$ cat config.mk
export PLATFORM = sky130hd
export DESIGN_NAME = clock_divider_prog
export DESIGN_NICKNAME = d
export VERILOG_FILES = /design/src/rtl/clock_divider_prog.sv
export SDC_FILE = /design/constraint.sdc
export NUM_CORES = 1
export LEC_CHECK = 0
export CAP_MARGIN = 40
export CORE_MARGIN = 4
export CORE_UTILIZATION = 63
export DETAILED_ROUTE_END_ITERATION = 12
export PLACE_DENSITY = 0.86
export SLEW_MARGIN = 25
export SYNTH_ARGS = -nofsm -noshare
export SYNTH_HDL_FRONTEND = slang
export SYNTH_SLANG_ARGS = --single-unit
$ cat constraint.sdc
create_clock -name i_clock -period 16.4 [get_ports i_clock]
set_clock_uncertainty 0.1 [all_clocks]
set_input_delay 3.28 -clock i_clock [delete_from_list [all_inputs] [get_ports i_clock]]
set_output_delay 3.28 -clock i_clock [all_outputs]
set_load 0.03 [all_outputs]
$ cat src/rtl/clock_divider_prog.sv
// Runtime-programmable integer clock divider with glitch-free divisor changes.
// Emits a registered divided-clock level plus one-cycle rise/fall tick strobes.
module clock_divider_prog #(
  parameter int NB_DIV      = 16,
  parameter int DEFAULT_DIV = 2
) (
  input  logic              i_clock,
  input  logic              i_reset,
  input  logic              i_enable,
  input  logic              i_div_valid,
  input  logic [NB_DIV-1:0] i_div,
  output logic              o_div_ready,
  output logic [NB_DIV-1:0] o_div_active,
  output logic              o_clock_div,
  output logic              o_rise_tick,
  output logic              o_fall_tick
);

  localparam logic [NB_DIV-1:0] C_DEF = NB_DIV'(DEFAULT_DIV);
  localparam logic [NB_DIV-1:0] C_ONE = NB_DIV'(1);
  localparam logic [NB_DIV-1:0] C_TWO = NB_DIV'(2);

  logic [NB_DIV-1:0] r_cnt;
  logic [NB_DIV-1:0] r_div_active;
  logic [NB_DIV-1:0] r_pend_div;
  logic              r_pend_valid;
  logic              r_div_ready;
  logic              r_clock_div;
  logic              r_rise_tick;
  logic              r_fall_tick;

  logic              w_xfer;
  logic              w_wrap;
  logic              w_apply;
  logic [NB_DIV-1:0] w_div_next;
  logic [NB_DIV-1:0] w_cnt_next;
  logic [NB_DIV-1:0] w_high;
  logic [NB_DIV-1:0] w_div_clamped;

  // Handshake: a divisor transfers on any edge where i_div_valid and
  // o_div_ready are both high; while o_div_ready is low, valid is ignored.
  always_comb begin
    w_xfer        = i_div_valid & r_div_ready;
    w_wrap        = (r_cnt >= (r_div_active - C_ONE));
    w_apply       = r_pend_valid & (~i_enable | w_wrap);
    w_div_next    = w_apply ? r_pend_div : r_div_active;
    w_cnt_next    = w_wrap ? '0 : (r_cnt + C_ONE);
    w_high        = w_div_next - (w_div_next >> 1);
    w_div_clamped = (i_div < C_TWO) ? C_TWO : i_div;
  end

  always_ff @(posedge i_clock) begin
    if (!i_reset) begin
      r_cnt        <= C_DEF - C_ONE;
      r_div_active <= C_DEF;
      r_pend_div   <= C_DEF;
      r_pend_valid <= 1'b0;
      r_div_ready  <= 1'b1;
      r_clock_div  <= 1'b0;
      r_rise_tick  <= 1'b0;
      r_fall_tick  <= 1'b0;
    end else begin
      if (i_enable) begin
        r_cnt       <= w_cnt_next;
        r_clock_div <= (w_cnt_next < w_high);
        r_rise_tick <= (w_cnt_next == '0);
        r_fall_tick <= (w_cnt_next == w_high);
      end else begin
        // Park at the last phase so the first enabled edge starts a fresh period.
        r_cnt       <= w_div_next - C_ONE;
        r_clock_div <= 1'b0;
        r_rise_tick <= 1'b0;
        r_fall_tick <= r_clock_div;
      end

      r_div_active <= w_div_next;

      if (w_apply) begin
        r_pend_valid <= 1'b0;
      end
      if (w_xfer) begin
        r_pend_div   <= w_div_clamped;
        r_pend_valid <= 1'b1;
      end

      // Ready reopens one edge after the pending value has been consumed.
      if (w_xfer) begin
        r_div_ready <= 1'b0;
      end else if (!r_div_ready && !r_pend_valid) begin
        r_div_ready <= 1'b1;
      end
    end
  end

  assign o_div_ready  = r_div_ready;
  assign o_div_active = r_div_active;
  assign o_clock_div  = r_clock_div;
  assign o_rise_tick  = r_rise_tick;
  assign o_fall_tick  = r_fall_tick;

endmodule

==> results of run 1 <==
metal layers:
layer,routed length (um),GRT usage [%]
met1,4920,35.7
met2,5440,47.4
met3,786,4.35
met4,229,8.17
met5,0,0
cells in the mapped netlist (4+ instances only):
cell type and number:
inv_1 34, clkbuf_1 14, and2_1 7, a31oi_1 5
a21boi_0 14, a21oi_1 26, xnor2_1 31, o21a_1 6
nand4_1 6, and3_1 9, nor3_1 12, nand3_1 14
o21ai_0 19, mux2i_1 16, nor2_1 32, nand2b_1 4
dfxtp_1 53, ha_1 61, nor2b_1 24, nand2_1 66
xor2_1 20, o22ai_1 5, nor4_1 10
flip-flops by register name, indices dropped and copies added, names as in the netlist:
register      cells
o_clock_div       1
o_rise_tick       1
o_fall_tick       1
r_cnt            16
r_pend_div       16
o_div_ready       1
o_div_active     16
r_pend_valid      1
cell type report:
cell class / count / area [sq um]
Fill cell: 503 / 1810
Clock inverter: 2 / 38.8
Sequential cell: 53 / 1060
Multi-Input combinational cell: 434 / 3180
Timing Repair Buffer: 41 / 425
Inverter: 34 / 128
Tap cell: 96 / 120
Clock buffer: 6 / 72.6
worst register-to-register path, delay by kind of cell, from the launching register on:
family                     cells  cell delay, ns
DFF                            1            0.42
adders and majority gates      5            1.59
buffers and inverters          2            0.23
muxes                          1            0.32
xor gates and xnor gates       2            0.34
AOI/OAI and AO/OA             13            2.85
and+or+nand+nor                7            2.39
path summary, 6_finish.rpt:
| kind | start | to | slack [ns] | cells after the start |
|---|---|---|---|---|
| setup reg to reg | o_div_active[4] | o_clock_div | 8.07 | 30 |
| hold / removal | r_pend_div[6] | r_pend_div[6] | 0.37 | 2 |
| hold reg to reg | r_pend_div[6] | r_pend_div[6] | 0.37 | 2 |
| setup / recovery | i_enable | o_clock_div | 7.48 | 21 |
power by group:
group | internal (mW) | total, mW | switching [mW] | leakage (nW)
Combinational | 0.289 | 0.680 | 0.391 | 1.56
Sequential | 0.147 | 0.171 | 0.0237 | 0.433
Clock | 0.0459 | 0.0920 | 0.0461 | 0.0554
Total | 0.482 | 0.943 | 0.461 | 2.05
cell families after synthesis:
family                   Yosys count  synth area share, %
flip-flops                        53                 23.9
XOR/XNOR                          51                 10.1
multiplexers                      17                 3.92
AO/OA/AOI/OAI                    100                 16.2
buffers and inverters             50                 4.43
AND/OR/NAND/NOR                  202                 23.4
adder cells (fa/ha/maj)           64                 18.1
==> metrics, run 1 <==
GR Util All Layers=27.6%; Relative slew margins=47.6%; most repeated library cell on the critical path=a21oi_1; standard-cell rows=30; number of diodes added for antenna fixing=0; core outline area=0.00683 sq mm; number of clock buffers inserted by TritonCTS=5; cell type with the largest total area after synthesis=dfxtp_1; Max FO, Critical Path=21; WP data required=16.50 ns; worst slack on hold paths=0.369 ns; post-CTS repair timing setup buffer count=0; count of final setup violators=0; post-route standard cell area excluding fillers=0.00503 sq mm; Post-synth EDFFs=0; Bufs on Longest Clock Path=2; Crit path arrival time=9.02 ns; CTS hold repair buffers=0; Total Die Area=0.00845 sq mm; cell area power density=188 mW/mm^2; Remaining DRCs=0; most frequently used flop master after synthesis=dfxtp_1; Post-layout nets=651; effective utilization at floorplan=65.0%; final core utilization=73.6%; port buffer count=39; final count of pins violating max slew=0; sinks on the clock net=53; total power consumption of the routed design=0.943 mW; die width=91.9 um; CTS-repair resized insts=0; Setup crit start kind=input port; Setup Slack @ Placement=7.34 ns; status=finished, final reports clean; Critical Path, Cell by Cell=clkdlybuf4s50_1 > a41oi_4 > a21oi_1 > inv_1 > ha_1 > fa_1 > inv_1 > a21oi_1 > maj3_1 > mux2i_2 > a2111oi_4 > o41ai_2 > a21oi_1 > o21bai_1 > xor2_1 > ha_1 > o21ai_0 > nand2b_1 > a21oi_1 > a21oi_1 > a2111oi_0; Yosys warnings=0; area share of the largest cell type after synthesis=23.9%; worst min-delay path category=flip-flop to flip-flop; leakage=2.05 nW; critical-path cell with the highest stage delay=clkdlybuf4s50_1; Peak supply drop=0.0000953 V; proportion of synthesized chip area in sequential cells=23.9%; Via density=6.01; register clock-pin slew on the reported worst setup and hold paths=0.11 ns; top-level I/O count=40; HPWL after detailed placement=9050 um; most common library cell in the layout ignoring fill and taps=nand2_1; number of design-rule violations left by the first detailed-router iteration=259; syn nets=619; area grow syn2layout=13.3%; Placed Cells incl. Taps=658; layout cells sized above 1=4.21%; Routed WL per cell=17.1 um; accumulated negative setup slack=0 ns; buffer and inverter count on the worst path=3; cell area after synthesis=0.00444 sq mm; number of global-route vias before repair=3958; Skew-Pair Late Insertion Delay=0.32 ns; mean instance size in the synthesized netlist=8.26 sq um; CP max stage delay=0.98 ns; number of routed nets with antenna violations=0; fraction of the cycle the final worst path needs=54.4%; max-cap violations=0; post-route worst setup slack=7.48 ns; chip height=91.9 um; aggregate global routing overflow=0; detailed-router iteration count before antenna repair=5; number of synthesized register bits=53; Final GP Congestion=0.916; initial antenna violation count=0; category of cells accounting for the largest share of critical-path delay=compound AO/OA/AOI/OAI gates; classification of the worst setup path=input port to flip-flop; maximum clock frequency=112 MHz; critical path capture point type=flip-flop; endpoints failing hold=0; leading post-synthesis cells by cell area=dfxtp_1 24%, ha_1 17%, xnor2_1 6.1%, nand2_1 5.6%, xor2_1 3.9%; CTS tree=built; post-route insts no fill=666; fraction of registers with async set or reset after synthesis=0%; deepest level of the CTS H-tree=2; placement-stage cell area=0.00491 sq mm; crit path time final=8.92 ns; Routed WL=11400 um; Root Buffer Master=clkbuf_8; first-pass GRT wire length=19000 um; routed vias=4003; synthesized instance count=537; unrepaired setup endpoints after global routing=no; largest net degree at the start of global routing=48; count of unique library cells instantiated by Yosys=64; leading cell types in the layout, fill and taps excluded=66 x nand2_1, 61 x ha_1, 53 x dfxtp_1; Worst Tran Pin Value=0.784 ns
No activity file was read; power rests on OpenSTA's default activity.
==> run 2: changes to the inputs <==
--- a/config.mk
+++ b/config.mk
@@ -7,9 +7,9 @@
 export LEC_CHECK = 0
 export CAP_MARGIN = 40
 export CORE_MARGIN = 4
-export CORE_UTILIZATION = 63
+export CORE_UTILIZATION = 59
 export DETAILED_ROUTE_END_ITERATION = 12
-export PLACE_DENSITY = 0.86
+export PLACE_DENSITY = 0.81
 export SLEW_MARGIN = 25
 export SYNTH_ARGS = -nofsm -noshare
 export SYNTH_HDL_FRONTEND = slang
==> constraint.sdc (replaced) <==
create_clock -name i_clock -period 8.3 [get_ports i_clock]
set_clock_uncertainty 0.1 [all_clocks]
set_input_delay 1.66 -clock i_clock [delete_from_list [all_inputs] [get_ports i_clock]]
set_output_delay 1.66 -clock i_clock [all_outputs]
set_load 0.03 [all_outputs]
==> metrics, run 2 (same netlist as run 1, synthesis figures left out) <==
core outline area=0.00729 sq mm; HPWL after detailed placement=9000 um; count of final setup violators=0; Post-layout nets=660; WP data required=8.40 ns; area grow syn2layout=14.8%; Setup crit start kind=flip-flop; CP max stage delay=0.62 ns; fraction of the cycle the final worst path needs=93.0%; cell area power density=367 mW/mm^2; Total Die Area=0.00897 sq mm; most common library cell in the layout ignoring fill and taps=nand2_1; Crit path arrival time=7.82 ns; hold path start=r_pend_div[9]; chip height=94.7 um; maximum clock frequency=130 MHz; post-route insts no fill=678; classification of the worst setup path=flip-flop to flip-flop; sinks on the clock net=53; aggregate global routing overflow=0; launching element of the worst setup path=o_div_active[4]; worst min-delay path category=flip-flop to flip-flop; number of clock buffers inserted by TritonCTS=5; status=finished, final reports clean; standard-cell rows=31; port buffer count=39; Worst Tran Pin Value=0.770 ns; sum of met3 wire segment lengths after detailed routing=565 um; Peak supply drop=0.000189 V; Skew-Pair Late Insertion Delay=0.31 ns; CTS tree=built; leakage=2.09 nW; Final GP Congestion=0.996; max-cap violations=0; Remaining DRCs=0; crit path time final=7.72 ns; highest metal layer with signal wires=met4; largest net degree at the start of global routing=48; Routed met1 length=5000 um; detailed-router iteration count before antenna repair=5; Max FO, Critical Path=11; leading cell types in the layout, fill and taps excluded=66 x nand2_1, 61 x ha_1, 53 x dfxtp_1; total power consumption of the routed design=1.87 mW; effective utilization at floorplan=60.9%; routed vias=3941; top-level I/O count=40; initial antenna violation count=0; number of global-route vias before repair=4064; deepest level of the CTS H-tree=2; Placed Cells incl. Taps=665; register clock-pin slew on the reported worst setup and hold paths=0.11 ns; Relative slew margins=48.5%; number of routed nets with antenna violations=0; final count of pins violating max slew=0; Root Buffer Master=clkbuf_8; number of diodes added for antenna fixing=0; critical-path cell with the highest stage delay=or4_1; worst r2r src=o_div_active[4]; die width=94.7 um; Bufs on Longest Clock Path=2; number of design-rule violations left by the first detailed-router iteration=228; critical path capture point type=flip-flop; Routed WL per cell=16.6 um; first-pass GRT wire length=18500 um; layout cells sized above 1=6.39%; GR Util All Layers=25.8%; Via density=5.81; routed wl met2=5440 um; endpoints failing hold=0; Routed WL=11200 um
==> run 2: layer usage <==
| layer | vias up | track usage (%) |
|---|---|---|
| met5 | - | 0 |
| met4 | 0 | 6.97 |
| met3 | 22 | 4.22 |
| met2 | 112 | 45.7 |
| met1 | 1841 | 32.3 |
| li1 | 1966 | - |
==> run 2: worst paths after layout <==
check	to	slack, ns	cells after the start
max	o_clock_div	0.58	31
min	r_pend_div[9]	0.37	2
max reg2reg	o_clock_div	0.58	31
min reg2reg	r_pend_div[9]	0.37	2
==> run 2: report_power, final <==
| group | internal, mW | total, mW | switching [mW] |
|---|---|---|---|
| registers | 0.290 | 0.342 | 0.0515 |
| clock network | 0.0923 | 0.190 | 0.0977 |
| logic | 0.580 | 1.34 | 0.757 |
| total | 0.963 | 1.87 | 0.907 |
==> run 2: stage by stage <==
step | hold slack (ns) | TNS, ns | setup slack (ns) | instance area (sq um) | utilization [%]
2_1_floorplan | 0.343 | 0 | 0.662 | 4440 | -
5_1_grt | 0.394 | -0.0326 | -0.0326 | 5090 | 69.9
3_5_place_dp | 0.359 | 0 | 0.481 | 4930 | 67.6
6_report | 0.374 | 0 | 0.582 | 5090 | 69.9
4_1_cts | 0.372 | 0 | 0.417 | 5040 | 69.2
3_3_place_gp | 0.351 | 0 | 0.800 | 4930 | 67.6
==> run 2: worst max-delay path: cells and delay by family (launching register included) <==
kind	cells	cell delay, ns
compound gates	12	2.48
buf+inv	1	0.22
mux	2	0.47
flops	1	0.41
xor+xnor	2	0.35
simple gates	11	2.76
fa+ha+maj	3	0.82
==> run 2: area by class of cell <==
type                       count  area [sq um]
clock buffer                   5          68.8
clock inverter                 3          47.5
fill                         600          2200
inverter                      34           128
multi-input combinational    434          3190
sequential                    53          1060
tap                           99           124
timing repair buffer          50           473
==> run 2: timing repair <==
action | 4_1_cts | 5_1_grt
hold buffers | 0 | 0
buffers inserted | 0 | 5
endpoints found under the setup margin | 0 | 1
gates resized for setup | 0 | 3
==> run 3: changes to the inputs <==
--- a/config.mk
+++ b/config.mk
@@ -6,6 +6,7 @@
 export NUM_CORES = 1
 export LEC_CHECK = 0
 export CAP_MARGIN = 40
+export CORE_ASPECT_RATIO = 1.1
 export CORE_MARGIN = 4
 export CORE_UTILIZATION = 59
 export DETAILED_ROUTE_END_ITERATION = 12
==> constraint.sdc (replaced) <==
create_clock -name i_clock -period 7.7 [get_ports i_clock]
set_clock_uncertainty 0.1 [all_clocks]
set_input_delay 1.54 -clock i_clock [delete_from_list [all_inputs] [get_ports i_clock]]
set_output_delay 1.54 -clock i_clock [all_outputs]
set_load 0.03 [all_outputs]
==> metrics, run 3 (same netlist as run 1, synthesis figures left out) <==
total power consumption of the routed design=2.07 mW; Final GP Congestion=1.01; internal power contribution=1.07 mW; proportion of power drawn by the clock network=9.6%; category of cells accounting for the largest share of critical-path delay=compound AO/OA/AOI/OAI gates; top-level I/O count=40; area of all sequential standard cells=0.00106 sq mm; Total Die Area=0.00898 sq mm; CP max stage delay=0.61 ns; Remaining DRCs=0; core outline area=0.00717 sq mm; NetSw=1.00 mW; Crit path arrival time=7.42 ns; deepest level of the CTS H-tree=2; first-pass GRT wire length=19200 um; number of global-route vias before repair=4050; worst slack on hold paths=0.369 ns; leakage=2.10 nW; classification of the worst setup path=flip-flop to flip-flop; cell area power density=403 mW/mm^2; most repeated library cell on the critical path=a21oi_1; number of design-rule violations left by the first detailed-router iteration=298; status=finished, final reports clean; maximum clock frequency=137 MHz; WP data required=7.81 ns; buffer and inverter count on the worst path=3; most common library cell in the layout ignoring fill and taps=nand2_1; number of diodes added for antenna fixing=0; accumulated negative setup slack=0 ns; Worst Tran Pin Value=0.723 ns; fraction of power spent switching nets=48.4%; Via density=5.99; Post-layout nets=661; initial antenna violation count=0; Routed WL per cell=17.2 um; port buffer count=39; Max FO, Critical Path=6; final core utilization=71.6%; fraction of the cycle the final worst path needs=94.9%; area used by multi-input combinational logic=0.00324 sq mm; Routed WL=11400 um; endpoints failing hold=0; Skew-Pair Late Insertion Delay=0.32 ns; standard-cell rows=32; CTS tree=built; detailed-router iteration count before antenna repair=4; max-cap violations=0; leading cell types in the layout, fill and taps excluded=66 x nand2_1, 61 x ha_1, 52 x dfxtp_1; sinks on the clock net=53; Placed Cells incl. Taps=655; FILL cells=549; combinational fraction of design power=72.5%; crit path time final=7.31 ns; HPWL after detailed placement=9130 um; Setup crit start kind=flip-flop; number of routed nets with antenna violations=0; number of clock buffers inserted by TritonCTS=5; GR Util All Layers=26.0%; largest net degree at the start of global routing=48; routed vias=3982; layout cells sized above 1=7.59%; CTS hold repair buffers=0; Peak supply drop=0.000228 V; Setup Slack @ Placement=0.161 ns; effective utilization at floorplan=61.9%; post-route insts no fill=665; area grow syn2layout=15.6%; final count of pins violating max slew=0; Root Buffer Master=clkbuf_8; post-route standard cell area excluding fillers=0.00513 sq mm; worst min-delay path category=flip-flop to flip-flop; register clock-pin slew on the reported worst setup and hold paths=0.11 ns; critical path capture point type=flip-flop; placement-stage cell area=0.00494 sq mm; critical-path cell with the highest stage delay=or4_4; chip height=99.0 um; Bufs on Longest Clock Path=2; count of final setup violators=0; aggregate global routing overflow=0; sequential share of power=17.9%; Relative slew margins=51.8%; post-route worst setup slack=0.392 ns; die width=90.7 um
==> run 3: cell count changes in the layout (fill, tap and decap cells not counted), sizes merged <==
cell           delta
clkinv            +1
inv               -2
buf               +2
clkbuf            +1
clkdlybuf4s50     -1
==> run 3: metal layers <==
metal	wire length [um]	share of wire (%)	global-route usage (%)	up-vias
li1	-	-	-	1965
met1	4740	41	33.4	1841
met2	5550	49	45.4	151
met3	907	7.9	3.59	25
met4	230	2.0	7.77	0
met5	0	0	0	-
==> run 3: power groups by stage <==
stage	clock network, mW	logic (mW)	registers [mW]
floorplan	0	1.10	0.367
global placement	0	1.37	0.370
detailed placement	0	1.44	0.372
CTS	0.200	1.45	0.366
global route	0.208	1.66	0.374
finish	0.199	1.50	0.369
==> run 3: repair_timing <==
action / 4_1_cts / 5_1_grt
gates resized for setup: 0 / 14
endpoints found under the setup margin: 0 / 2
setup buffers: 0 / 2
==> run 3: cell type report <==
type	instances	share of cell area, %
Tap cell	85	2.07
Clock buffer	6	1.41
Inverter	34	2.49
Timing Repair Buffer	51	9.34
Sequential cell	53	20.7
Clock inverter	2	0.756
Multi-Input combinational cell	434	63.2
==> run 3: path summary, 6_finish.rpt <==
kind / cells after the start / slack [ns] / start / endpoint
setup reg to reg: 31 / 0.39 / o_div_active[2] / o_clock_div
hold / removal: 2 / 0.37 / r_pend_div[15] / r_pend_div[15]
setup / recovery: 31 / 0.39 / o_div_active[2] / o_clock_div
hold reg to reg: 2 / 0.37 / r_pend_div[15] / r_pend_div[15]
==> run 3: worst reg2reg max path: cells and delay by family (launching register included) <==
family                   cells  cell delay [ns]
AO/OA/AOI/OAI               12             2.10
XOR/XNOR                     2             0.37
adder cells (fa/ha/maj)      5             1.62
buffers and inverters        3             0.45
flip-flops                   1             0.40
multiplexers                 2             0.37
AND/OR/NAND/NOR              7             1.80
